`src/rtl/id_ex_stage.sv`:
```
// ID/EX pipeline register with MEM/WB operand forwarding and load-use
// hazard detection. Feeds the ALU operands and control for the EX stage.
module id_ex_stage #(
  parameter int DATA_W = 32,
  parameter int REG_AW = 5
) (
  input  logic              clk,
  input  logic              reset,
  input  logic              id_valid,
  input  logic [REG_AW-1:0] id_rs,
  input  logic [REG_AW-1:0] id_rt,
  input  logic              id_uses_rt,
  input  logic [REG_AW-1:0] id_dst,
  input  logic [DATA_W-1:0] id_rd1,
  input  logic [DATA_W-1:0] id_rd2,
  input  logic [DATA_W-1:0] id_imm,
  input  logic              id_alu_src,
  input  logic [2:0]        id_alu_control,
  input  logic              id_reg_write,
  input  logic              id_mem_to_reg,
  input  logic              id_mem_write,
  input  logic              id_branch,
  input  logic              flush,
  input  logic              mem_reg_write,
  input  logic [REG_AW-1:0] mem_dst,
  input  logic [DATA_W-1:0] mem_result,
  input  logic              wb_reg_write,
  input  logic [REG_AW-1:0] wb_dst,
  input  logic [DATA_W-1:0] wb_result,
  output logic              stall,
  output logic [2:0]        alu_control,
  output logic [DATA_W-1:0] scr_a,
  output logic [DATA_W-1:0] scr_b,
  output logic [DATA_W-1:0] ex_store_data,
  output logic              ex_valid,
  output logic [REG_AW-1:0] ex_dst,
  output logic              ex_reg_write,
  output logic              ex_mem_to_reg,
  output logic              ex_mem_write,
  output logic              ex_branch
);

  localparam logic [2:0] ALU_ADD = 3'b010;

  // EX-stage register set
  logic                     vld_p1;
  logic [REG_AW-1:0]        rs_p1;
  logic [REG_AW-1:0]        rt_p1;
  logic [REG_AW-1:0]        dst_p1;
  logic signed [DATA_W-1:0] rd1_p1;
  logic signed [DATA_W-1:0] rd2_p1;
  logic signed [DATA_W-1:0] imm_p1;
  logic                     alu_src_p1;
  logic [2:0]               alu_control_p1;
  logic                     reg_write_p1;
  logic                     mem_to_reg_p1;
  logic                     mem_write_p1;
  logic                     branch_p1;

  logic signed [DATA_W-1:0] fwd_a;
  logic signed [DATA_W-1:0] fwd_b;
  logic                     raw_hazard;

  // MEM holds the newer value, so it wins over WB; $0 is hardwired and never bypassed.
  function automatic logic signed [DATA_W-1:0] fwd_sel(
    input logic [REG_AW-1:0]        src,
    input logic signed [DATA_W-1:0] rf_val,
    input logic                     m_we,
    input logic [REG_AW-1:0]        m_dst,
    input logic signed [DATA_W-1:0] m_val,
    input logic                     w_we,
    input logic [REG_AW-1:0]        w_dst,
    input logic signed [DATA_W-1:0] w_val
  );
    if (m_we && (m_dst != '0) && (m_dst == src))
      return m_val;
    else if (w_we && (w_dst != '0) && (w_dst == src))
      return w_val;
    else
      return rf_val;
  endfunction

  // Load in EX whose destination is read by the instruction in ID
  always_comb begin
    raw_hazard = vld_p1 && mem_to_reg_p1 && (dst_p1 != '0) && id_valid &&
                 ((dst_p1 == id_rs) || (id_uses_rt && (dst_p1 == id_rt)));
    stall      = raw_hazard && !reset && !flush;
  end

  // ---- ID -> EX boundary: capture, or insert a bubble on flush/stall
  always_ff @(posedge clk) begin
    if (reset) begin
      vld_p1         <= 1'b0;
      rs_p1          <= '0;
      rt_p1          <= '0;
      dst_p1         <= '0;
      rd1_p1         <= '0;
      rd2_p1         <= '0;
      imm_p1         <= '0;
      alu_src_p1     <= 1'b0;
      alu_control_p1 <= 3'b000;
      reg_write_p1   <= 1'b0;
      mem_to_reg_p1  <= 1'b0;
      mem_write_p1   <= 1'b0;
      branch_p1      <= 1'b0;
    end else if (flush || stall) begin
      vld_p1         <= 1'b0;
      rs_p1          <= '0;
      rt_p1          <= '0;
      dst_p1         <= '0;
      rd1_p1         <= '0;
      rd2_p1         <= '0;
      imm_p1         <= '0;
      alu_src_p1     <= 1'b0;
      alu_control_p1 <= ALU_ADD;
      reg_write_p1   <= 1'b0;
      mem_to_reg_p1  <= 1'b0;
      mem_write_p1   <= 1'b0;
      branch_p1      <= 1'b0;
    end else begin
      vld_p1         <= id_valid;
      rs_p1          <= id_rs;
      rt_p1          <= id_rt;
      dst_p1         <= id_dst;
      rd1_p1         <= id_rd1;
      rd2_p1         <= id_rd2;
      imm_p1         <= id_imm;
      alu_src_p1     <= id_alu_src;
      alu_control_p1 <= id_alu_control;
      reg_write_p1   <= id_reg_write;
      mem_to_reg_p1  <= id_mem_to_reg;
      mem_write_p1   <= id_mem_write;
      branch_p1      <= id_branch;
    end
  end

  // ---- EX operand selection: zero-cycle bypass from MEM/WB into the ALU inputs
  always_comb begin
    fwd_a = fwd_sel(rs_p1, rd1_p1, mem_reg_write, mem_dst, mem_result,
                    wb_reg_write, wb_dst, wb_result);
    fwd_b = fwd_sel(rt_p1, rd2_p1, mem_reg_write, mem_dst, mem_result,
                    wb_reg_write, wb_dst, wb_result);
  end

  assign scr_a         = fwd_a;
  assign scr_b         = alu_src_p1 ? imm_p1 : fwd_b;
  assign ex_store_data = fwd_b;
  assign alu_control   = alu_control_p1;
  assign ex_valid      = vld_p1;
  assign ex_dst        = dst_p1;
  assign ex_reg_write  = reg_write_p1;
  assign ex_mem_to_reg = mem_to_reg_p1;
  assign ex_mem_write  = mem_write_p1;
  assign ex_branch     = branch_p1;

endmodule
```
`config.mk`:
```
export PLATFORM = sky130hd
export DESIGN_NAME = id_ex_stage
export DESIGN_NICKNAME = d
export VERILOG_FILES = /design/src/rtl/id_ex_stage.sv
export SDC_FILE = /design/constraint.sdc
export NUM_CORES = 1
export LEC_CHECK = 0
export CORE_ASPECT_RATIO = 0.6
export CORE_MARGIN = 2
export CORE_UTILIZATION = 40
export CTS_CLUSTER_SIZE = 8
export DETAILED_ROUTE_END_ITERATION = 8
export PLACE_DENSITY_LB_ADDON = 0.12
export SLEW_MARGIN = 40
export SYNTH_ARGS = -nofsm -noshare
export SYNTH_HDL_FRONTEND = slang
export SYNTH_SLANG_ARGS = --single-unit
```
`constraint.sdc`:
```
create_clock -name clk -period 4 [get_ports clk]
set_input_delay 1 -clock clk [delete_from_list [all_inputs] [get_ports clk]]
set_output_delay 1 -clock clk [all_outputs]
set_load 0.02 [all_outputs]
```
==> results by group, run 1 <==
Critical path
  – Buf/Inv on CP: 4
  – Delay of the slowest critical-path stage: 690 ps
  – Crit. End Element: output pin
  – Critical path peak fanout: 7
  – Crit path max-delay family: simple AND/OR/NAND/NOR gates
  – Cells along the critical path: buf_8, xor2_4, or4b_4, buf_16, buf_6, o31ai_4, a31oi_4, mux2_4, buf_6
  – Setup crit end: scr_b[17]
  – Critical path origin: wb_dst[1]
  – Kind of critical path: primary input to output pin
  – Slowest-stage cell, CP: or4b_4
  – Worst reg2reg endpoint: rd2_p1[22]
  – R2r setup slk: 2020 ps
  – Crit path DAT: 3080 ps
  – RR Startpoint: ex_dst[4]
  – Reg2reg path depth: 7
  – Worst setup SP type: primary input
  – Worst EP required: 3000 ps
  – Crit. path cell count: 9
  – CP most frequent cell: buf_6

Min path
  – Hold crit path type: register to register

Routing
  – Routed WL: 25500 um
  – 1st-iter DRT viols: 439
  – Via Count: 6814
  – Vias per cell: 5.41
  – WL/cell: 20.2 um
  – DRT antenna net count: 0
  – Drt drc: 0
  – Length of the first detailed-routing pass in iterations: 5

Global route
  – Busiest grt layer: met2
  – Largest net degree at the start of global routing: 70
  – Vias in the first global route: 6657
  – Tot GR Track Use: 30.5%
  – Initial antenna violation count: 1
  – Met1 GRT Util: 39.9%
  – GRT overflow: 0
  – Met3 GRT Util: 8.42%
  – Grt met2 use: 48.5%
  – First-pass GRT wire length: 37700 um

Synth
  – Number of synthesized flops with an enable pin: 0
  – Syn_nets: 886
  – #FFs+latches synth: 120
  – Prevailing post-synth register cell: dfxtp_1
  – Asr flop ratio synth: 0%
  – Syn Std Cell Area: 0.00599 mm^2
  – Synth cell types: 37
  – Mapped Cells: 686
  – Post-synthesis sequential area ratio: 40.1%
  – Yosys warns: 0
  – Syn Area/Cell: 8.74 um^2

STA
  – Final Hold Fails: 0
  – Endpoints failing setup: 8
  – Rel. slew slack: 61.1%
  – Clock skew: 11.7 ps
  – Worst-Margin Slew: 583 ps
  – Fmax: 245 MHz
  – Setup TNS: -360 ps
  – Setup slack after layout: -82.7 ps
  – Period utilisation layout: 102%
  – RSZ-0062 raised after global routing: yes
  – Slew Viols, Final: 0
  – Post-layout minimum cycle time: 4080 ps

Floorplanning
  – Die height: 98.8 um
  – Core Region: 0.0145 mm^2
  – Num rows: 34
  – Die Width: 162 um
  – I/O pins: 310
  – Die area: 0.0160 mm^2
  – Initial Util: 41.2%

Placement
  – Placer Congestion: 0.912
  – IO Port Bufs: 309
  – Post-DP HPWL: 17200 um

Finish
  – Area growth syn-to-layout: 87.7%
  – Largest regs: imm_p1 x32, rd1_p1 x32, rd2_p1 x32
  – Nets: 1249
  – Layout cells sized above 1: 31.7%
  – Most common library cell in the layout ignoring fill and taps: clkdlybuf4s50_1
  – Inserted Diodes: 0
  – Filler Cells Inserted: 998
  – Most frequent cells in the layout: 201 x clkdlybuf4s50_1, 119 x dfxtp_1, 118 x and2_1

CTS
  – Root Buffer: clkbuf_16
  – H-Tree Depth: 4
  – CTS Buf Count: 17
  – Clock slew at reported path FFs: 60 ps
  – CTS tree: yes
  – Max clock buf depth: 2
  – Clk Latency, worst-skew pair: 420 ps
  – CTS sink cnt: 120

Power
  – Switch share: 26.7%
  – Internal: 2780 uW
  – Clock power share: 44.3%
  – PD cells: 337 mW/mm^2
  – Power consumption: 3790 uW
  – Seq pwr share: 33.7%
  – P_sw: 1010 uW
  – Lkg Pwr: 0.00442 uW
  – VDD IR-drop max: 256 uV
  – Combinational Power Share: 22.0%

Run status
  – Status: finished with violations
  – Failing checks: negative setup slack

Job
  – Max-capacitance violation count: 0
## power groups by stage
stage               clock network, uW  logic (uW)  registers [uW]
floorplan                           0         307            1290
global placement                    0         760            1300
detailed placement                  0         769            1300
CTS                              1690         786            1270
global route                     1740         880            1280
finish                           1680         836            1280
## cell usage after synthesis (2+ instances only)
cell	n	area, um^2
mux2i_1	32	320
a31oi_1	30	188
buf_2	11	55.1
nand4_1	3	18.8
nor4b_2	2	30.0
a211oi_1	2	15.0
or4_1	2	15.0
nor3_1	32	160
nor2_1	41	154
nand2_1	36	135
nand3_1	32	160
and2_1	119	744
o31ai_1	23	173
buf_1	6	22.5
dfxtp_1	120	2400
mux2_2	29	327
o31ai_2	9	113
nor4_1	30	188
a21oi_1	35	175
buf_4	3	22.5
xnor2_1	21	184
clkbuf_1	43	161
buf_6	3	33.8
xor2_1	9	78.8
## metrics by stage
step	hold slack (ps)	worst slack (ps)	cell area (um^2)	std cells	util [%]
3_3_place_gp	778	-1010	9750	1199	67.0
6_report	798	-82.7	11300	1260	77.3
3_5_place_dp	778	-1020	9750	1199	67.0
4_1_cts	790	-77.6	10900	1250	74.6
5_1_grt	845	-120	11300	1260	77.3
2_1_floorplan	796	187	5990	686	-
## worst min-delay path by stage
| stage | start | end | slack, ps | depth (start not counted) |
|---|---|---|---|---|
| 3_3_place_gp | ex_mem_to_reg | alu_control[1] | 780 | 4 |
| 6_report | ex_mem_to_reg | alu_control[1] | 800 | 4 |
| 2_1_floorplan | ex_mem_to_reg | alu_control[1] | 800 | 4 |
| 3_5_place_dp | ex_mem_to_reg | alu_control[1] | 780 | 4 |
| 5_1_grt | ex_mem_to_reg | alu_control[1] | 840 | 4 |
| 4_1_cts | ex_mem_to_reg | alu_control[1] | 790 | 4 |
## per-layer routing
layer | routed length (um) | vias to the layer above
met2 | 11600 | 429
met4 | 831 | 2
met1 | 10500 | 3179
met3 | 2500 | 70
li1 | - | 3134
met5 | 13 | -
## timing repair
| action | CTS | global route |
|---|---|---|
| endpoints found under the setup margin | 96 | 90 |
| gates resized for setup | 376 | 144 |
| cloned | 4 | 2 |
| hold buffers | 0 | 0 |
| pin swaps | 27 | 32 |
| setup buffers | 15 | 10 |
| endpoints found under the hold margin | 0 | 0 |
## worst min-delay path: stages (launching register included)
cell and delay, ps:
dfxtp_1 320, nand4b_1 90, a21oi_1 80, a21oi_1 190, a21oi_1 90
## kinds of logic after synthesis
group | after synthesis | synth area share, %
simple gates | 304 | 27.9
flops | 120 | 40.1
compound gates | 103 | 11.7
buf+inv | 67 | 4.99
mux | 62 | 11.0
xor+xnor | 30 | 4.38
## area by class of cell
cell class,count,area [um^2],area share [%]
clock buffer,21,472,4.19
clock inverter,11,169,1.50
inverter,1,3.75,0.0334
multi-input combinational,499,4100,36.4
sequential,120,2410,21.4
tap,198,248,2.20
timing repair buffer,410,3850,34.2
No activity file was read; power rests on OpenSTA's default activity.
==> run 2: changes to the inputs <==
--- a/config.mk
+++ b/config.mk
@@ -5,12 +5,14 @@
 export SDC_FILE = /design/constraint.sdc
 export NUM_CORES = 1
 export LEC_CHECK = 0
-export CORE_ASPECT_RATIO = 0.6
-export CORE_MARGIN = 2
-export CORE_UTILIZATION = 40
+export ABC_AREA = 1
+export CORE_AREA = 2 2 119 121
 export CTS_CLUSTER_SIZE = 8
 export DETAILED_ROUTE_END_ITERATION = 8
+export DIE_AREA = 0 0 121 123
+export DONT_BUFFER_PORTS = 1
 export PLACE_DENSITY_LB_ADDON = 0.12
+export RECOVER_POWER = 25
 export SLEW_MARGIN = 40
 export SYNTH_ARGS = -nofsm -noshare
 export SYNTH_HDL_FRONTEND = slang
==> run 2 against run 1 <==
Against the previous run: routed wire length decreased by 22%; hold slack got worse by 110 ps; first-iteration DRC count decreased by 19%; cell count fell by 11%; clock power shrank 13%; synthesized area increased by 5.5%; clock skew hardly changed; the flow now finishes without violations; sequential share of layout area grew 13 points; largest cell class unchanged; highest routed layer is now met4; combinational power decreased by 55%; critical path depth down 1; synthesized cell count is 39% higher.
==> results by group, run 2 <==
Critical path
  – Worst reg2reg endpoint: rd2_p1[19]
  – Worst EP required: 3000 ps
  – Crit. End Element: output pin
  – R2r setup slk: 720 ps
  – Worst setup SP type: primary input
  – Critical path peak fanout: 32
  – RR Startpoint: ex_dst[1]
  – Reg2reg path depth: 9
  – Kind of critical path: primary input to output pin
  – Crit path DAT: 2450 ps

Finish
  – Filler Cells Inserted: 1460
  – Multi-input gate area: 0.00299 mm^2
  – Most common library cell in the layout ignoring fill and taps: nand2_1
  – Final Util: 50.9%
  – Area growth syn-to-layout: 9.56%
  – Layout cells sized above 1: 5.91%
  – Inserted Diodes: 0
  – Layout Cells excl Fill: 1127
  – FF/Latch Area: 0.00240 mm^2
  – Most frequent cells in the layout: 210 x nand2_1, 161 x inv_1, 135 x nand3_1
  – Final instance area: 0.00693 mm^2
  – Largest regs: imm_p1 x32, rd1_p1 x32, rd2_p1 x32
  – Nets: 1136

STA
  – Slew Viols, Final: 0
  – Period utilisation layout: 86.3%
  – Fmax: 290 MHz
  – Clock skew: 12.2 ps
  – Setup TNS: 0 ps
  – Final Hold Fails: 0
  – RSZ-0062 raised after global routing: no
  – Worst-Margin Slew: 1370 ps
  – Endpoints failing setup: 0
  – Post-layout minimum cycle time: 3450 ps
  – Rel. slew slack: 8.56%

Synth
  – Yosys warns: 0
  – Number of synthesized flops with an enable pin: 0
  – Mapped Cells: 952
  – Commonest cells in the synthesized netlist: 210 x nand2_1, 162 x inv_1, 136 x nor2_1, 135 x nand3_1, 120 x dfxtp_1
  – Asr flop ratio synth: 0%
  – Count leader, synth: nand2_1
  – Post-synthesis sequential area ratio: 38.0%
  – #FFs+latches synth: 120
  – Syn_nets: 1152
  – Syn Area/Cell: 6.64 um^2
  – Syn Std Cell Area: 0.00632 mm^2
  – Prevailing post-synth register cell: dfxtp_1
  – Area share of the largest cell type after synthesis: 38.0%
  – Synth cell types: 26
  – Top cells by area, synth: dfxtp_1 38%, nand2_1 12%, nand3_1 11%
  – Area leader, netlist: dfxtp_1

Power
  – Lkg Pwr: 0.00368 uW
  – VDD IR-drop max: 284 uV
  – PD cells: 449 mW/mm^2

Routing
  – WL/cell: 17.7 um
  – Drt drc: 0
  – Via Count: 5815
  – Routed WL: 19900 um
  – Length of the first detailed-routing pass in iterations: 5
  – DRT antenna net count: 0
  – 1st-iter DRT viols: 355
  – Vias per cell: 5.16

Min path
  – Worst hold path endpoint: imm_p1[22]
  – Min-delay src: id_imm[22]
  – Hold Path Depth: 2
  – Hold crit path type: primary input to register

CTS
  – Clk Latency, worst-skew pair: 410 ps
  – CTS tree: yes
  – Max clock buf depth: 2
  – Post-CTS Resized: 0
  – Hold_buf cts: 0
  – Post-CTS setup buffers: 0
  – Root Buffer: clkbuf_16
  – H-Tree Depth: 4
  – CTS sink cnt: 120
  – CTS Buf Count: 17
  – Clock slew at reported path FFs: 60 ps

Global route
  – Initial antenna violation count: 0
  – Tot GR Track Use: 26.3%
  – GRT overflow: 0
  – Largest net degree at the start of global routing: 46
  – First-pass GRT wire length: 29500 um
  – Vias in the first global route: 5595

Floorplanning
  – Core Region: 0.0136 mm^2
  – Die area: 0.0149 mm^2
  – I/O pins: 310
  – Initial Util: 46.5%
  – Die height: 123 um
  – Num rows: 43
  – Die Width: 121 um

Placement
  – Placer Congestion: 0.886
  – IO Port Bufs: 0
  – Placed inst area: 0.00640 mm^2
  – Inst Count DP: 1097
  – Post-DP HPWL: 14400 um

Run status
  – Status: completed

Job
  – Max-capacitance violation count: 0
==> run 2: cell types whose count changed in the layout (fill, tap and decap cells not counted), moves of 59 or more <==
cell             change
clkdlybuf4s50_1    -201
nand3_1            +103
buf_4               -59
nor2_1              +95
inv_1              +160
nand3b_1            +65
nand2_1            +174
and2_1              -86
==> run 2: final cells by class <==
| class | instances | share of cell area [%] |
|---|---|---|
| multi-input cells | 615 | 43.2 |
| flip-flops and latches | 120 | 34.7 |
| inverters | 164 | 8.89 |
| clock buffers | 21 | 6.65 |
| well taps | 180 | 3.25 |
| repair buffers | 18 | 1.86 |
| clock inverters | 9 | 1.46 |
==> run 2: where the power goes <==
part,total [uW],internal [uW],switching (uW)
combinational,380,103,276
clock,1460,936,526
sequential,1270,1250,24.8
total,3110,2280,827
==> run 2: per-stage QoR <==
stage	setup WS [ps]	hold WS (ps)	total power, uW
floorplan	982	755	1600
global placement	547	879	1670
detailed placement	558	886	1680
CTS	544	669	3140
global route	290	667	3240
finish	547	690	3110
==> run 2: kinds of logic (layout without fill, tap and decap cells) <==
logic type	after synthesis	count (layout)	share of synthesized area, %
buffers and inverters	217	212	15.1
AO/OA/AOI/OAI	5	5	0.415
flip-flops	120	120	38.0
AND/OR/NAND/NOR	586	586	43.2
XOR/XNOR	24	24	3.32
==> run 2: worst max-delay path by stage <==
stage	start	endpoint	depth (start not counted)
3_5_place_dp	mem_dst[2]	scr_b[8]	8
6_report	mem_dst[2]	scr_b[8]	8
3_3_place_gp	mem_dst[2]	scr_b[8]	8
5_1_grt	ex_dst[1]	rd1_p1[29]	9
4_1_cts	mem_dst[2]	scr_b[8]	8
2_1_floorplan	wb_dst[2]	scr_a[10]	6
==> run 2: per-layer routing <==
metal / vias up / wire, um / global-route usage, %
met1: 2656 / 7660 / 28.2
met3: 43 / 1780 / 9.23
met4: 0 / 567 / 13.1
met2: 283 / 9920 / 46.0
met5: - / 0 / 0
li1: 2833 / - / -
==> run 2: critical path, cell delays in order <==
cell,delay (ps)
nor2_1,80
nand2_1,60
o21ai_1,300
nand3b_1,160
buf_4,370
nand3_1,190
nand3_1,120
nand2_1,160
==> run 3: changes to the inputs <==
--- a/config.mk
+++ b/config.mk
@@ -11,6 +11,7 @@
 export DETAILED_ROUTE_END_ITERATION = 8
 export DIE_AREA = 0 0 121 123
 export DONT_BUFFER_PORTS = 1
+export GPL_TIMING_DRIVEN = 0
 export PLACE_DENSITY_LB_ADDON = 0.12
 export RECOVER_POWER = 25
 export SLEW_MARGIN = 40
==> run 3 against run 2 <==
Against the previous run: sequential share of layout area shrank 0.63 points; first-iteration DRC count shrank 22%; clock skew shrank 6.8 ps; routed wire length shrank 2.3%; worst setup slack lost 50 ps; clock power is essentially flat; global-route usage shrank 0.79 points; fmax shrank 1.4%; sequential cell count is the same; via count is essentially flat; count of clock-buffer cells in the layout grew 3; highest routed layer unchanged.
==> results by group, run 3 (synthesis results as in run 2) <==
Run status
  – Status: completed

Finish
  – Area growth syn-to-layout: 11.5%
  – Most frequent cells in the layout: 210 x nand2_1, 162 x inv_1, 136 x nor2_1
  – Layout cells sized above 1: 6.91%
  – Most common library cell in the layout ignoring fill and taps: nand2_1
  – Nets: 1171
  – Filler Cells Inserted: 1434
  – Largest regs: imm_p1 x32, rd1_p1 x32, rd2_p1 x32
  – Inserted Diodes: 0

Power
  – P_sw: 820 uW
  – Clock power share: 46.5%
  – Switch share: 26.6%
  – PD cells: 437 mW/mm^2
  – Internal: 2260 uW
  – VDD IR-drop max: 275 uV
  – Combinational Power Share: 12.3%
  – Lkg Pwr: 0.00376 uW
  – Seq pwr share: 41.2%

CTS
  – Post-CTS setup buffers: 0
  – CTS tree: yes
  – H-Tree Depth: 4
  – Clk Latency, worst-skew pair: 400 ps
  – Hold_buf cts: 0
  – CTS Buf Count: 17
  – Post-CTS Resized: 0
  – Max clock buf depth: 2
  – Root Buffer: clkbuf_16
  – Clock slew at reported path FFs: 60 ps
  – CTS sink cnt: 120

Job
  – Max-capacitance violation count: 0

STA
  – RSZ-0062 raised after global routing: no
  – Clock skew: 5.43 ps
  – Period utilisation layout: 87.6%
  – Rel. slew slack: 52.6%
  – Fmax: 285 MHz
  – Setup TNS: 0 ps
  – Slew Viols, Final: 0
  – Worst-Margin Slew: 711 ps
  – Post-layout minimum cycle time: 3500 ps
  – Final Hold Fails: 0
  – Hold WS: 694 ps
  – Endpoints failing setup: 0

Global route
  – Largest net degree at the start of global routing: 17
  – First-pass GRT wire length: 28500 um
  – Initial antenna violation count: 0
  – GRT overflow: 0
  – Vias in the first global route: 5308
  – Tot GR Track Use: 25.5%

Critical path
  – Critical path peak fanout: 10
  – Cells along the critical path: xor2_1, nor2_1, clkbuf_1, nand3b_1, nand3_1, nand2_1
  – Setup crit end: scr_a[30]
  – RR Startpoint: ex_dst[1]
  – Worst EP required: 3000 ps
  – Reg2reg path depth: 9
  – Crit path DAT: 2500 ps
  – Critical path origin: wb_dst[2]
  – Crit. End Element: output pin
  – Slowest-stage cell, CP: nor2_1
  – Worst setup SP type: primary input
  – Worst reg2reg endpoint: rd2_p1[0]
  – Delay of the slowest critical-path stage: 460 ps
  – Kind of critical path: primary input to output pin
  – R2r setup slk: 1640 ps

Routing
  – 1st-iter DRT viols: 276
  – WL/cell: 16.7 um
  – Vias per cell: 5.00
  – DRT antenna net count: 0
  – Length of the first detailed-routing pass in iterations: 5
  – Via Count: 5819
  – Drt drc: 0
  – Routed WL: 19500 um

Floorplanning
  – I/O pins: 310
  – Initial Util: 46.5%
  – Core Region: 0.0136 mm^2
  – Die Width: 121 um
  – Die height: 123 um
  – Die area: 0.0149 mm^2
  – Num rows: 43

Placement
  – Placer Congestion: 0.866
  – Post-DP HPWL: 15000 um
  – IO Port Bufs: 0

Min path
  – Hold crit path type: primary input to register
## run 3: through the flow
stage | worst slack (ps) | std cells | instance area [um^2] | total power, uW | util (%)
floorplan | 982 | 952 | 6320 | 1600 | -
global placement | 495 | 1132 | 6550 | 1680 | 48.1
detailed placement | 498 | 1132 | 6550 | 1680 | 48.1
CTS | 489 | 1164 | 7110 | 3120 | 52.2
global route | 339 | 1164 | 7050 | 3210 | 51.8
finish | 497 | 1164 | 7050 | 3080 | 51.8
## run 3: metal layers
| layer | share of wire [%] | global-route usage [%] | up-vias |
|---|---|---|---|
| met5 | 0 | 0 | - |
| met3 | 8.8 | 8.26 | 24 |
| met1 | 41 | 30.1 | 2603 |
| met4 | 1.5 | 7.49 | 0 |
| met2 | 49 | 44.3 | 276 |
| li1 | - | - | 2916 |
## run 3: worst min-delay path by stage
| stage | from | to | slack [ps] | cells after the start |
|---|---|---|---|---|
| after floorplan | ex_mem_to_reg | alu_control[1] | 760 | 6 |
| after global placement | ex_mem_to_reg | alu_control[1] | 830 | 6 |
| after detailed placement | ex_mem_to_reg | alu_control[1] | 840 | 6 |
| after CTS | id_imm[24] | imm_p1[24] | 680 | 2 |
| after global routing | id_imm[24] | imm_p1[24] | 680 | 2 |
| final | id_imm[24] | imm_p1[24] | 690 | 2 |
## run 3: layout make-up
type / count / area [um^2] / share of cell area [%]
multi-input combinational: 615 / 2970 / 42.1
tap: 180 / 225 / 3.19
clock inverter: 8 / 70.1 / 0.993
buffer: 53 / 282 / 3.99
inverter: 164 / 616 / 8.73
clock buffer: 24 / 492 / 6.97
sequential: 120 / 2400 / 34.1
## run 3: critical path: cells and delay by family
| family | cells | cell delay, ps |
|---|---|---|
| xor gates and xnor gates | 1 | 140 |
| and+or+nand+nor | 4 | 910 |
| buffers and inverters | 1 | 440 |
## run 3: power groups by stage
stage | sequential [uW] | combinational (uW) | clock [uW]
floorplan | 1290 | 310 | 0
global placement | 1290 | 387 | 0
detailed placement | 1290 | 389 | 0
CTS | 1270 | 391 | 1460
global route | 1270 | 420 | 1520
finish | 1270 | 380 | 1430
